==> config.mk <==
export PLATFORM = sky130hd
export DESIGN_NAME = pc_sequencer_flat
export DESIGN_NICKNAME = d
export VERILOG_FILES = /design/src/rtl/pc_sequencer_if.sv /design/src/rtl/pc_sequencer.sv /design/src/flat_wrapper.sv
export SDC_FILE = /design/constraint.sdc
export NUM_CORES = 1
export LEC_CHECK = 0
export CELL_PAD_IN_SITES_DETAIL_PLACEMENT = 1
export CELL_PAD_IN_SITES_GLOBAL_PLACEMENT = 2
export CORE_ASPECT_RATIO = 0.6
export CORE_MARGIN = 3
export CORE_UTILIZATION = 35
export DETAILED_ROUTE_END_ITERATION = 6
export GPL_TIMING_DRIVEN = 0
export PLACE_DENSITY_LB_ADDON = 0.1
export SYNTH_ARGS = -nofsm -noshare
export SYNTH_HDL_FRONTEND = slang
export SYNTH_SLANG_ARGS = --single-unit
==> constraint.sdc <==
create_clock -name Clock -period 2.45 [get_ports Clock]
set_clock_uncertainty 0.05 [all_clocks]
set_input_delay 0.49 -clock Clock [delete_from_list [all_inputs] [get_ports Clock]]
set_output_delay 0.49 -clock Clock [all_outputs]
set_load 0.02 [all_outputs]
==> src/rtl/pc_sequencer_if.sv <==
// Control-unit to PC-sequencer bus: operation request in, PC and stack status out.
interface pc_sequencer_if #(
    parameter int unsigned WIDTH = 8,
    parameter int unsigned DEPTH = 4
) ();
    localparam int unsigned DW = $clog2(DEPTH + 1);

    logic             PCWrite;
    logic [2:0]       PCOp;
    logic [WIDTH-1:0] PCIn;
    logic [WIDTH-1:0] Offset;
    logic [WIDTH-1:0] PCOut;
    logic [DW-1:0]    StackDepth;
    logic             StackEmpty;
    logic             StackFull;
    logic             Fault;

    modport master (
        output PCWrite, PCOp, PCIn, Offset,
        input  PCOut, StackDepth, StackEmpty, StackFull, Fault
    );

    modport slave (
        input  PCWrite, PCOp, PCIn, Offset,
        output PCOut, StackDepth, StackEmpty, StackFull, Fault
    );
endinterface

==> src/rtl/pc_sequencer.sv <==
// Program-counter unit: INC/JMP/BR plus CALL/RET through a small return-address stack.
// Overflow/underflow hold PC and depth and set a sticky Fault.
module pc_sequencer #(
    parameter int unsigned WIDTH        = 8,
    parameter int unsigned DEPTH        = 4,
    parameter int unsigned RESET_VECTOR = 0,
    parameter int unsigned INC_STEP     = 1
) (
    input  logic Clock,
    input  logic Reset,
    pc_sequencer_if.slave bus
);
    localparam int unsigned DW = $clog2(DEPTH + 1);

    localparam logic [2:0] OP_INC  = 3'b000;
    localparam logic [2:0] OP_JMP  = 3'b001;
    localparam logic [2:0] OP_BR   = 3'b010;
    localparam logic [2:0] OP_CALL = 3'b011;
    localparam logic [2:0] OP_RET  = 3'b100;

    logic [WIDTH-1:0] pc_q, pc_d;
    logic [DW-1:0]    depth_q, depth_d;
    logic             fault_q, fault_d;
    logic             empty_q, empty_d;
    logic             full_q, full_d;
    logic [WIDTH-1:0] stack_q [DEPTH];
    logic [WIDTH-1:0] stack_d [DEPTH];

    logic [WIDTH-1:0] pc_inc;
    logic [WIDTH-1:0] top;
    logic             push;

    assign pc_inc = pc_q + WIDTH'(INC_STEP);

    // Top-of-stack lives one below the current depth.
    always_comb begin
        top = '0;
        for (int i = 0; i < int'(DEPTH); i++) begin
            if (depth_q == DW'(i + 1)) top = stack_q[i];
        end
    end

    always_comb begin
        pc_d    = pc_q;
        depth_d = depth_q;
        fault_d = fault_q;
        push    = 1'b0;
        if (bus.PCWrite) begin
            case (bus.PCOp)
                OP_INC: pc_d = pc_inc;
                OP_JMP: pc_d = bus.PCIn;
                OP_BR:  pc_d = pc_q + bus.Offset;
                OP_CALL: begin
                    if (full_q) begin
                        fault_d = 1'b1;
                    end else begin
                        push    = 1'b1;
                        pc_d    = bus.PCIn;
                        depth_d = depth_q + DW'(1);
                    end
                end
                OP_RET: begin
                    if (empty_q) begin
                        fault_d = 1'b1;
                    end else begin
                        pc_d    = top;
                        depth_d = depth_q - DW'(1);
                    end
                end
                default: ;
            endcase
        end
        empty_d = (depth_d == '0);
        full_d  = (depth_d == DW'(DEPTH));
    end

    always_comb begin
        for (int i = 0; i < int'(DEPTH); i++) begin
            stack_d[i] = (push && depth_q == DW'(i)) ? pc_inc : stack_q[i];
        end
    end

    always_ff @(posedge Clock or posedge Reset) begin
        if (Reset) begin
            pc_q    <= WIDTH'(RESET_VECTOR);
            depth_q <= '0;
            fault_q <= 1'b0;
            empty_q <= 1'b1;
            full_q  <= 1'b0;
        end else begin
            pc_q    <= pc_d;
            depth_q <= depth_d;
            fault_q <= fault_d;
            empty_q <= empty_d;
            full_q  <= full_d;
        end
    end

    // Stack entries are deliberately not reset; depth alone marks validity.
    always_ff @(posedge Clock) begin
        for (int i = 0; i < int'(DEPTH); i++) begin
            stack_q[i] <= stack_d[i];
        end
    end

    assign bus.PCOut      = pc_q;
    assign bus.StackDepth = depth_q;
    assign bus.StackEmpty = empty_q;
    assign bus.StackFull  = full_q;
    assign bus.Fault      = fault_q;
endmodule

==> src/flat_wrapper.sv <==
// flat-port wrapper written by rule: the top's interface ports become plain ports
module pc_sequencer_flat 
#(
    parameter int unsigned WIDTH        = 8,
    parameter int unsigned DEPTH        = 4,
    parameter int unsigned RESET_VECTOR = 0,
    parameter int unsigned INC_STEP     = 1
)
  (Clock, Reset, bus_PCWrite, bus_PCOp, bus_PCIn, bus_Offset, bus_PCOut, bus_StackDepth, bus_StackEmpty, bus_StackFull, bus_Fault);
  pc_sequencer_if #(.WIDTH(WIDTH), .DEPTH(DEPTH)) bus_i ();
  input  logic Clock;
  input  logic Reset;
  input wire logic [$bits(bus_i.PCWrite)-1:0] bus_PCWrite;
  input wire logic [$bits(bus_i.PCOp)-1:0] bus_PCOp;
  input wire logic [$bits(bus_i.PCIn)-1:0] bus_PCIn;
  input wire logic [$bits(bus_i.Offset)-1:0] bus_Offset;
  output wire logic [$bits(bus_i.PCOut)-1:0] bus_PCOut;
  output wire logic [$bits(bus_i.StackDepth)-1:0] bus_StackDepth;
  output wire logic [$bits(bus_i.StackEmpty)-1:0] bus_StackEmpty;
  output wire logic [$bits(bus_i.StackFull)-1:0] bus_StackFull;
  output wire logic [$bits(bus_i.Fault)-1:0] bus_Fault;
  assign bus_i.PCWrite = bus_PCWrite;
  assign bus_i.PCOp = bus_PCOp;
  assign bus_i.PCIn = bus_PCIn;
  assign bus_i.Offset = bus_Offset;
  assign bus_PCOut = bus_i.PCOut;
  assign bus_StackDepth = bus_i.StackDepth;
  assign bus_StackEmpty = bus_i.StackEmpty;
  assign bus_StackFull = bus_i.StackFull;
  assign bus_Fault = bus_i.Fault;
  pc_sequencer #(.WIDTH(WIDTH), .DEPTH(DEPTH), .RESET_VECTOR(RESET_VECTOR), .INC_STEP(INC_STEP)) u_core (.Clock(Clock), .Reset(Reset), .bus(bus_i));
endmodule
* Word level (Yosys, flattened, before mapping)
Memories as Yosys holds them, arrays and structs flattened. Cells that the tools add are included.
Operators by class: multiplexer cells 21, reductions and logical operators 11, equal/unequal tests 13, add/sub/neg operators 4
Operators with widths (count):
- 8-bit 2-to-1 mux | 10
- 8-bit one-hot mux with 5 select lines | 1
- 3-bit by 2-bit equality test with 1-bit output, second input constant | 4
- 3-bit equality test, second input constant | 3
- 3-bit logical NOT | 3
- 3-bit 2-to-1 mux | 3
- 8-bit by 1-bit adder with 8-bit output, second input constant | 1
- 8-bit adder | 1
- 4-bit AND reduction | 2
- 3-bit by 1-bit equality test with 1-bit output, second input constant | 2
- 3-bit one-hot mux with 2 select lines | 1
- 1-bit 2-to-1 mux | 5
- 5-bit nonzero test | 1
- 1-bit logical AND | 4
- 2-bit by 1-bit inequality test with 1-bit output, second input constant | 2
- 2-bit inequality test, second input constant | 2
- 3-bit by 1-bit adder with 3-bit output, second input constant | 1
- 3-bit by 1-bit subtractor with 3-bit output, second input constant | 1
- 1-bit one-hot mux with 2 select lines | 1
- 2-bit nonzero test | 1
Word-level totals: word-level logic and storage cells 55, memories 1, output and inout bits 14, memory bits (writable) 32, input port bits 22, register bits 14
Memory list:
- u_core.stack_q | words 4, width 8, read ports 4, clocked after memory_dff 0, wr ports 4, line pc_sequencer.sv:26 | logic [WIDTH-1:0] stack_q [DEPTH];

* Longest topological paths before layout
depth in word-level cells 7, gate-level depth with buffers 8, depth with buffers taken out 8

* Worst setup path after synthesis
No wires, ideal clock.
path type reg2reg, start point register u_core.pc_q[0], in the netlist u_core.bus.PCOut[0], end point register u_core.pc_q[6], in the netlist u_core.bus.PCOut[6], buffers on the path 0, data required time 2.279 ns, library setup time 0.121 ns, cell stages (with the launch flop) 9, clock period less this slack 2.110 ns, path slack 0.340 ns, arrival 1.939 ns, cell sequence dfrtp_1 ha_1 inv_1 fa_1 nand2b_1 a21oi_1 mux2i_1 o211ai_1 a22o_1
Between the ends: longest elaborated chain between the ends 2, elaborated cells between the ends (all ways) 3, those cells by class add/sub (2); mux (1)
Ends and longest elaborated chain:
- from (decl) | line pc_sequencer.sv:21 | logic [WIDTH-1:0] pc_q, pc_d;
- from (signal assigned) | line pc_sequencer.sv:85 | pc_q <= WIDTH'(RESET_VECTOR);
- from (signal assigned) | line pc_sequencer.sv:91 | pc_q <= pc_d;
- 8-bit adder or 8-bit by 1-bit adder with 8-bit output (tied branches) | line pc_sequencer.sv:52, pc_sequencer.sv:33
- 8-bit one-hot mux with 5 select lines * | line pc_sequencer.sv:49 | case (bus.PCOp)
Mark *: on every way between the ends. The rest lies on a longest branch, timed or not. A chain may end at the register's enable or synchronous reset.

* Final worst setup path
start point input bus_Offset[0], end point register u_core.pc_q[6], in the netlist u_core.bus.PCOut[6]
Between the ends: longest elaborated chain between the ends 2
Ends and longest elaborated chain:
- from (decl) | line flat_wrapper.sv:16 | input wire logic [$bits(bus_i.Offset)-1:0] bus_Offset;
- 8-bit adder | line pc_sequencer.sv:52 | OP_BR: pc_d = pc_q + bus.Offset;
- 8-bit one-hot mux with 5 select lines | line pc_sequencer.sv:49
No other way between the ends.

==> impl_metrics.csv <==
group,metric,value,unit
setup_path,crit_chain,"clkdlybuf4s50_1 > ha_1 > inv_1 > fa_1 > nand2b_4 > a21oi_4 > mux2i_1 > o211ai_1 > a22o_1",
die,die_area,0.008763,mm²
sta,fin_ws,0.1211,ns
setup_path,r2r_start,"u_core.bus.StackDepth[0]",
sta,fin_crit,2.329,ns
setup_path,slowest_delay,0.46,ns
sta,period_share,95.06,%
setup_path,critical_path.top_delay_family,"adder cells",
die,ioPinCount,36,
die,fp.coreArea,0.007327,mm²
setup_path,regToRegEndpoint,"u_core.bus.PCOut[1]",
power_and_ir_drop,peakVddDrop,0.0005420,V
sta,holdWs,0.4343,ns
clocking,clockBufferDepth,2,
flow_run,cap_violations,0,
outcome,status,"completed",
global_routing,grt_pass1_wl,11630,µm
logic_synthesis,synth_area,0.002675,mm²
sta,fin_tns_setup,0,ns
clocking,cts_tree,"yes",
setup_path,cp-endpoint,"u_core.bus.PCOut[6]",
power_and_ir_drop,finalPower,0.003447,W
sta,hold_viol_final,0,
logic_synthesis,synth_commonest_cells,"edfxtp_1 (32), a21oi_1 (27), nand2_1 (22), o21ai_0 (20), ha_1 (14)",
global_routing,grt_max_degree,15,
sta,fmax,429.4,MHz
place,gp_congestion,0.7969,
setup_path,start_kind,"input port",
setup_path,cp.arrival,2.46,ns
global_routing,antenna_found_initial,0,
clocking,htree_levels,2,
place,dp_cells,392,
clocking,cts.sink_count,46,
logic_synthesis,synthTopCellsByArea,"edfxtp_1 (36%), dfrtp_1 (12%), ha_1 (6.5%)",
die,die_x,118.9,µm
logic_synthesis,ys_seq_elements,46,
setup_path,required,2.58,ns
setup_path,worst-path-stages,9,
routing,ant_nets,0,
setup_path,worst-path-max-fanout,3,
clocking,insertion_delay,0.29,ns
setup_path,crit_path_end_kind,"register",
global_routing,overflow,0,
layout,regArea,0.001314,mm²
place,post-place-ws,-0.2989,ns
layout,fill_cells,855,
logic_synthesis,synthArstFlopShare,30.43,%
logic_synthesis,post_synth.cell_area_avg,10.53,µm²
min_path,hold_path.class,"reg -> reg",
layout,final_cells,400,
global_routing,grt_pass1_vias,2130,
logic_synthesis,syn_nets,291,
sta,slew_viol_final,0,
place,hpwl,5588,µm
setup_path,reg2reg_slack,0.24,ns
setup_path,cp_slowest_cell,"clkdlybuf4s50_1",
clocking,post_cts_buffers,0,
logic_synthesis,syn_inst,254,
power_and_ir_drop,total_leakage_power,1.195,nW
routing,drc_errors,0,
layout,final_nets,332,
sta,relSlewSlack,57.65,%
routing,routed_wl,7149,µm
die,fp-row-count,24,
logic_synthesis,synth_top_cell_by_area,"edfxtp_1",
power_and_ir_drop,power.density,1037,mW/mm²
routing,via_count,2126,
die,start_util,36.51,%
layout,antenna_cells,0,
layout,syn_to_final_growth,24.28,%
clocking,cts_made_buffers,5,
place,portBuffers,34,
clocking,path_clk_slew,0.06,ns
setup_path,crit_type,"in -> reg",
sta,worst_pin_slew,0.6345,ns
logic_synthesis,yosysMostFrequentCell,"edfxtp_1",
clocking,cts_root_buf,"clkbuf_16",
logic_synthesis,yosysSeqAreaShare,49.06,%
layout,multi_input_area,0.001301,mm²
logic_synthesis,synth_edf_count,32,
layout,drive_above_1_share,8.446,%
logic_synthesis,synth_top_area_share,35.92,%
routing,dr.first_iter.drc_count,144,
setup_path,setup.worst_path.start,"bus_Offset[0]",
die,dieHeight,73.72,µm
sta,finalSetupViolCount,0,
routing,wl_per_cell,17.87,µm
logic_synthesis,ys_warn_count,0,
routing,firstDrtPassIters,5,
logic_synthesis,synth_ff_type,"edfxtp_1",
routing,vias_per_cell,5.315,
setup_path,cp.buffers_inverters,2,
logic_synthesis,post_synth_num_cell_types,54,
global_routing,grt_usage,17.35,%
setup_path,worstRegToRegCells,8,
==> what timing repair did <==
action / 4_1_cts / 5_1_grt
pin swaps: 0 / 1
endpoints found under the setup margin: 1 / 15
hold buffers: 0 / 0
resized for setup: 1 / 11
==> power breakdown <==
group | internal [W] | total, W | switching (W)
registers | 0.00108 | 0.00125 | 0.000173
clock network | 0.000373 | 0.000663 | 0.000290
logic | 0.000644 | 0.00153 | 0.000886
==> flip-flops by register name (all words and copies together) (netlist names) <==
register,count
u_core.bus.Fault,1
u_core.bus.PCOut,8
u_core.bus.StackDepth,3
u_core.bus.StackEmpty,1
u_core.bus.StackFull,1
u_core.stack_q,32
==> stage by stage <==
stage	utilization (%)	cell area (µm²)
after floorplan	-	2675
after global placement	42.93	3146
after detailed placement	42.93	3146
after CTS	44.91	3291
after global routing	45.37	3324
final	45.37	3324
==> cell usage in the layout, fill, tap and decap left out, types with 5 or more instances in the layout <==
cell type	n
a21oi_1	26
and3_1	5
clkbuf_1	6
clkbuf_16	5
clkdlybuf4s50_1	34
dfrtp_1	12
edfxtp_1	32
ha_1	14
inv_1	10
nand2_1	22
nand2b_1	7
nand3_1	8
nand3b_1	6
nor2_1	5
nor2b_1	7
o21ai_0	20
xnor2_1	7
==> cells by family after synthesis <==
| kind of cell | after synthesis | synth area share [%] |
|---|---|---|
| AND/OR/NAND/NOR | 80 | 16.98 |
| AO/OA/AOI/OAI | 79 | 18.71 |
| flip-flops | 46 | 49.06 |
| buffers and inverters | 21 | 3.555 |
| adder cells (fa/ha/maj) | 15 | 7.297 |
| XOR/XNOR | 11 | 3.601 |
| multiplexers | 2 | 0.7951 |
==> final cells by class <==
| cell class | instances | share of cell area, % |
|---|---|---|
| Buffer | 11 | 1.807 |
| Tap cell | 104 | 3.914 |
| Clock buffer | 5 | 3.764 |
| Timing Repair Buffer | 34 | 10.24 |
| Clock inverter | 3 | 0.4893 |
| Inverter | 10 | 1.129 |
| Sequential cell | 46 | 39.52 |
| Multi-Input combinational cell | 187 | 39.14 |
==> worst min-delay path by stage <==
stage | from | endpoint | depth (start not counted)
after floorplan | Reset | u_core.bus.Fault | 1
after global placement | u_core.bus.Fault | u_core.bus.Fault | 1
after detailed placement | u_core.bus.Fault | u_core.bus.Fault | 1
after CTS | u_core.bus.Fault | u_core.bus.Fault | 1
after global routing | u_core.bus.Fault | u_core.bus.Fault | 1
final | u_core.bus.Fault | u_core.bus.Fault | 1
==> layer usage <==
layer | GRT usage [%] | up-vias | part of all wire, %
met5 | 0 | - | 0
met4 | 3.081 | 0 | 0.88
met3 | 3.385 | 9 | 3.5
met2 | 23.46 | 44 | 39
met1 | 28.14 | 1049 | 57
li1 | - | 1024 | -
Power figures use the tool's default switching activity.
==> patch 1: new RTL, same flow settings <==
Remove the case item `OP_BR` of the case on `bus.PCOp`.
--- a/src/rtl/pc_sequencer.sv
+++ b/src/rtl/pc_sequencer.sv
@@ -49,7 +49,6 @@
             case (bus.PCOp)
                 OP_INC: pc_d = pc_inc;
                 OP_JMP: pc_d = bus.PCIn;
-                OP_BR:  pc_d = pc_q + bus.Offset;
                 OP_CALL: begin
                     if (full_q) begin
                         fault_d = 1'b1;
Formal check against the unedited RTL: not equivalent (a bounded check fails within 4 cycles, from zero or initial values and one cycle with Reset high).
==> patch 1 against the original RTL <==
Area after synthesis is 16% lower; fmax shrank 1.4%; setup slack lost 0.033 ns; highest routed layer unchanged; global-route usage increased by 0.90 points; final area down 18%; sequential cell count unchanged; routed wire length is 12% lower; via count down 21%; power is 15% lower; first-iteration DRC count shrank 47%.
==> patch 1: results (changes against the original RTL) <==
status completed (unchanged); synth unique cells 43 (was 54); Crit path max-delay family simple AND/OR/NAND/NOR gates (was adder cells); insertion delay to the later sink of the worst-skew pair ~0.3 ns; number of fill cells 645 (was 855); r2r setup slk 0.21 ns (was 0.24 ns); largest net degree at the start of global routing 15 (unchanged); vias in the first global route 1729 (was 2130); CP Data Arrival Time 2.27 ns (was 2.46 ns); ranking of synthesized cells by area edfxtp_1 (43%), dfrtp_1 (14%), ha_1 (3.9%), o21ai_0 (3.1%), nand2_1 (3.0%) (was edfxtp_1 (36%), dfrtp_1 (12%), ha_1 (6.5%), a21oi_1 (5.1%), o21ai_0 (3.7%)); share of layout cells above drive strength 1 8.73% (was 8.45%); max reg flops 32 (unchanged); worst min path class reg2reg (unchanged); gr usage total 18.3% (was 17.4%); DPL Wire Length 4.61 mm (was 5.59 mm); Seq/Total Area, Yosys 58.1% (was 49.1%); Static Leak 0.964 nW (was 1.19 nW); Num CTS Buffers 5 (unchanged); WL/cell 20.3 um (was 17.9 um); relative slew slack 55.0% (was 57.7%); slowest cell delay on critical path 0.61 ns (was 0.46 ns); Buffers on Ports 26 (was 34); worst-path fanout max 8 (was 3); VDD IR max 435 uV (was 542 uV); gp weighted congestion 0.807 (was 0.797); Post-synth top cells edfxtp_1 (32), nand2_1 (18), o21ai_0 (14), dfrtp_1 (13) (was edfxtp_1 (32), a21oi_1 (27), nand2_1 (22), o21ai_0 (20), ha_1 (14)); Slowest-stage cell, CP clkdlybuf4s50_1 (unchanged); Top FF cell, synth edfxtp_1 (unchanged); async set-reset flop share out of synthesis 30.4% (unchanged); CTS Root Cell clkbuf_8 (was clkbuf_16); drt first pass iters 4 (was 5); worst r2r src u_core.bus.StackDepth[0]$_DFF_PP0_ (unchanged); CP startpoint bus_PCOp[0] (was bus_Offset[0]); Synthesized Nets 224 (was 291); first-pass GRT wire length 9.85 mm (was 11.6 mm); Initial DRC Count 77 (was 144); clock slew at reported path FFs 0.09 ns (was 0.06 ns); setup bufs post-CTS 0 (unchanged); number of enable flip-flop cells after synthesis 32 (unchanged); largest reg by FF count u_core.stack_q (unchanged); vias per inst 5.46 (was 5.32); placed inst area 2620 um2 (was 3150 um2); htree depth 2 (unchanged); Final #Nets 257 (was 332)
patch 1: cell types whose count changed in the layout (fill, tap and decap cells not counted), sizes merged, moves of 4 or more:
| cell | before | now |
|---|---|---|
| a21oi | 27 | 10 |
| clkdlybuf4s50 | 34 | 26 |
| ha | 14 | 7 |
| nand2b | 8 | 1 |
| a22oi | 0 | 6 |
| nand3b | 6 | 0 |
| nor2 | 5 | 11 |
| a32o | 0 | 4 |
| nand2 | 23 | 19 |
| nor2b | 7 | 3 |
patch 1: power breakdown:
group | switching [mW] | total, mW | internal, mW
clock | 0.258 | 0.564 | 0.306
combinational | 0.702 | 1.17 | 0.471
sequential | 0.142 | 1.20 | 1.06
total | 1.10 | 2.94 | 1.84
patch 1: cell type report:
cell class	instances	share of cell area (%)
tap	80	3.67
clock inverter	1	1.10
clock buffer	7	2.80
buffer	8	1.47
multi-input combinational	132	32.1
inverter	9	1.24
timing repair buffer	26	9.54
sequential	46	48.1
patch 1: cells by family (layout without fill, tap and decap cells):
| group | Yosys count | count (layout) | share of synthesized area (%) |
|---|---|---|---|
| flip-flops | 46 | 46 | 58.1 |
| AND/OR/NAND/NOR | 59 | 59 | 14.1 |
| buffers and inverters | 17 | 51 | 3.21 |
| XOR/XNOR | 8 | 8 | 3.10 |
| AO/OA/AOI/OAI | 58 | 58 | 17.6 |
| adder cells (fa/ha/maj) | 7 | 7 | 3.88 |
patch 1: stage by stage:
stage | utilization (%) | worst slack, ns | hold WS [ns] | std cells
2_1_floorplan | - | 0.487 | 0.329 | 195
3_3_place_gp | 44.5 | -0.155 | 0.412 | 301
3_5_place_dp | 44.5 | -0.220 | 0.442 | 301
4_1_cts | 46.3 | 0.0136 | 0.470 | 309
5_1_grt | 46.4 | 0.0178 | 0.487 | 309
6_report | 46.4 | 0.0881 | 0.461 | 309
patch 1: worst paths after layout:
check | to | depth (start not counted)
max | u_core.stack_q[2][0]$_DFFE_PP_ | 5
min | u_core.bus.Fault$_DFFE_PP0P_ | 1
max reg2reg | u_core.bus.PCOut[1]$_DFFE_PP0P_ | 8
min reg2reg | u_core.bus.Fault$_DFFE_PP0P_ | 1
max in group asynchronous | u_core.bus.StackDepth[2]$_DFF_PP0_ | 2
min in group asynchronous | u_core.bus.PCOut[4]$_DFFE_PP0P_ | 2
patch 1: repair_timing:
item,4_1_cts,5_1_grt
resized for setup,0,4
hold endpoints to repair,0,0
endpoints found under the setup margin,0,20
patch 1: per-layer routing:
| metal | GRT usage (%) | up-vias | routed length [um] |
|---|---|---|---|
| met5 | 0 | - | 0 |
| met4 | 4.20 | 0 | 53 |
| met3 | 3.86 | 8 | 246 |
| met2 | 25.3 | 31 | 2500 |
| met1 | 28.7 | 855 | 3470 |
| li1 | - | 792 | - |
==> patch 2: new RTL, same flow settings <==
Without the edit above. `WIDTH` is set to 8 in 3 places; all go to 12.
--- a/src/rtl/pc_sequencer_if.sv
+++ b/src/rtl/pc_sequencer_if.sv
@@ -1,6 +1,6 @@
 // Control-unit to PC-sequencer bus: operation request in, PC and stack status out.
 interface pc_sequencer_if #(
-    parameter int unsigned WIDTH = 8,
+    parameter int unsigned WIDTH = 12,
     parameter int unsigned DEPTH = 4
 ) ();
     localparam int unsigned DW = $clog2(DEPTH + 1);
--- a/src/rtl/pc_sequencer.sv
+++ b/src/rtl/pc_sequencer.sv
@@ -1,7 +1,7 @@
 // Program-counter unit: INC/JMP/BR plus CALL/RET through a small return-address stack.
 // Overflow/underflow hold PC and depth and set a sticky Fault.
 module pc_sequencer #(
-    parameter int unsigned WIDTH        = 8,
+    parameter int unsigned WIDTH        = 12,
     parameter int unsigned DEPTH        = 4,
     parameter int unsigned RESET_VECTOR = 0,
     parameter int unsigned INC_STEP     = 1
--- a/src/flat_wrapper.sv
+++ b/src/flat_wrapper.sv
@@ -1,7 +1,7 @@
 // flat-port wrapper written by rule: the top's interface ports become plain ports
 module pc_sequencer_flat 
 #(
-    parameter int unsigned WIDTH        = 8,
+    parameter int unsigned WIDTH        = 12,
     parameter int unsigned DEPTH        = 4,
     parameter int unsigned RESET_VECTOR = 0,
     parameter int unsigned INC_STEP     = 1
Interface: changed (resized bus_Offset, bus_PCIn and bus_PCOut); port bits go from 36 to 48. The function was not compared with the original's and may differ.
==> patch 2 against the original RTL <==
Setup slack worse by 0.063 ns; routed wire length grew 73%; critical endpoint is now u_core.bus.PCOut[11]$_DFFE_PP0P_; first-iteration DRC count rose by 65%; combinational power up 29%; final area up 55%; power up 45%; area after synthesis rose by 53%; highest routed layer unchanged; sequential cell count is 20 higher; die area is 49% higher.
==> patch 2: results (changes against the original RTL) <==
status completed (unchanged); number of fill cells 1217 (was 855); hold path depth 2 (was 1); Diodes inserted 0 (unchanged); share of layout cells above drive strength 1 16.0% (was 8.45%); htree depth 3 (was 2); largest net degree at the start of global routing 19 (was 15); gp weighted congestion 0.798 (was 0.797); r2r setup slk 0.08 ns (was 0.24 ns); Logic power comb 1.98 mW (was 1.53 mW); synth unique cells 65 (was 54); CP Data Arrival Time 2.57 ns (was 2.46 ns); Final #Nets 493 (was 332); max reg flops 48 (was 32); vias in the first global route 3479 (was 2130); drt total wl 12.4 mm (was 7.15 mm); VDD IR max 430 uV (was 542 uV); Initial DRC Count 237 (was 144); worst-case clock buffer depth 2 (unchanged); reg2reg end u_core.bus.PCOut[11]$_DFFE_PP0P_ (was u_core.bus.PCOut[1]$_DFFE_PP0P_); first-pass GRT wire length 19.6 mm (was 11.6 mm); ranking of synthesized cells by area edfxtp_1 (35%), dfrtp_1 (10%), ha_1 (5.5%), nand2_1 (3.3%), nor2_1 (3.3%) (was edfxtp_1 (36%), dfrtp_1 (12%), ha_1 (6.5%), a21oi_1 (5.1%), o21ai_0 (3.7%)); slowest cell delay on critical path 0.49 ns (was 0.46 ns); met2 routed WL 5.10 mm (was 2.77 mm); Slowest-stage cell, CP a2111oi_0 (was clkdlybuf4s50_1); Cell Count, Final, Fillers Out 604 (was 400); worst r2r src u_core.bus.PCOut[6]$_DFFE_PP0P_ (was u_core.bus.StackDepth[0]$_DFF_PP0_); Flop pwr share 32.1% (was 36.4%); insertion delay to the later sink of the worst-skew pair 0.34 ns (was 0.29 ns); routed length on met1 6.43 mm (was 4.06 mm); clock slew at reported path FFs 0.06 ns (about the same); gr usage total 19.6% (was 17.4%); DR top layer met4 (unchanged); Static Leak 1.90 nW (was 1.19 nW); r2r worst-path depth 7 (was 8); Post-synth top cells edfxtp_1 (48), nand2_1 (36), nor2_1 (36), o21ai_0 (24), ha_1 (18) (was edfxtp_1 (32), a21oi_1 (27), nand2_1 (22), o21ai_0 (20), ha_1 (14)); number of antenna violations at the first check in global routing 0 (unchanged); Placed Cells 588 (was 392); via count 3374 (was 2126); hold path startpoint u_core.bus.Fault$_DFFE_PP0P_ (unchanged); drt first pass iters 4 (was 5); DPL Wire Length 9.62 mm (was 5.59 mm); Num CTS Buffers 9 (was 5); Synthesis Warnings 0 (unchanged); worst-path fanout max 6 (was 3); Seq/Total Area, Yosys 46.4% (was 49.1%); Synthesized Nets 438 (was 291); largest reg by FF count u_core.stack_q (unchanged); Buffers on Ports 44 (was 34); async set-reset flop share out of synthesis 27.3% (was 30.4%); measured slew at the worst slew-check pin 0.796 ns (was 0.635 ns); Mapped Avg Cell Area 10.5 um2 (about the same); number of enable flip-flop cells after synthesis 48 (was 32); placed inst area 4720 um2 (was 3150 um2); Int Pwr 3.14 mW (was 2.10 mW); worst min path class reg2reg (unchanged); CTS Root Cell clkbuf_16 (unchanged); DR WL met3 784 um (was 252 um)
-- patch 2: layout make-up --
type / instances / area, um2 / area share (%)
inverter: 17 / 63.8 / 1.24
tap: 155 / 194 / 3.77
sequential: 66 / 1900 / 36.8
clock buffer: 9 / 225 / 4.37
clock inverter: 7 / 98.8 / 1.92
timing repair buffer: 45 / 448 / 8.70
buffer: 18 / 135 / 2.62
multi-input combinational: 287 / 2090 / 40.6
-- patch 2: kinds of logic (layout without fill, tap and decap cells) --
kind of cell	count (synthesis)	in the layout	share of synthesized area (%)
xor gates and xnor gates	15	15	3.22
AOI/OAI and AO/OA	118	118	21.3
DFF	66	66	46.4
buffers and inverters	36	96	4.84
muxes	6	6	1.47
adders and majority gates	19	19	6.01
and+or+nand+nor	129	129	16.8
-- patch 2: timing repair --
action | 4_1_cts | 5_1_grt
resized for setup | 15 | 20
pin swaps | 2 | 2
setup endpoints to repair | 33 | 48
buffers inserted | 0 | 1
-- patch 2: worst max-delay path: cells and delay by family --
family / cells / cell delay (ns)
and+or+nand+nor: 1 / 0.07
adders and majority gates: 1 / 0.38
buffers and inverters: 2 / 0.60
AOI/OAI and AO/OA: 4 / 1.01
-- patch 2: metrics by stage --
step / worst slack [ns] / hold slack (ns) / TNS [ns] / power [mW]
3_3_place_gp: -0.495 / 0.400 / -17.29 / 3.46
6_report: 0.0577 / 0.422 / 0 / 4.98
5_1_grt: -0.0290 / 0.442 / -0.0451 / 5.31
3_5_place_dp: -0.517 / 0.414 / -19.71 / 3.50
2_1_floorplan: 0.108 / 0.378 / 0 / 2.80
4_1_cts: 0.00387 / 0.428 / 0 / 4.97
-- patch 2: how the worst max path moves through the flow --
stage / startpoint / endpoint / depth (start not counted)
2_1_floorplan: u_core.bus.StackDepth[0]$_DFF_PP0_ / u_core.bus.PCOut[9]$_DFFE_PP0P_ / 9
3_3_place_gp: bus_Offset[0] / u_core.bus.PCOut[10]$_DFFE_PP0P_ / 9
3_5_place_dp: bus_PCOp[2] / u_core.stack_q[3][9]$_DFFE_PP_ / 5
4_1_cts: bus_Offset[0] / u_core.bus.PCOut[6]$_DFFE_PP0P_ / 9
5_1_grt: bus_Offset[6] / u_core.bus.PCOut[11]$_DFFE_PP0P_ / 8
6_report: bus_Offset[6] / u_core.bus.PCOut[11]$_DFFE_PP0P_ / 8
-- patch 2: per-layer routing --
metal | GRT usage, % | up-vias
met2 | 29.2 | 77
li1 | - | 1600
met4 | 3.10 | 0
met5 | 0 | -
met3 | 5.57 | 8
met1 | 29.1 | 1689
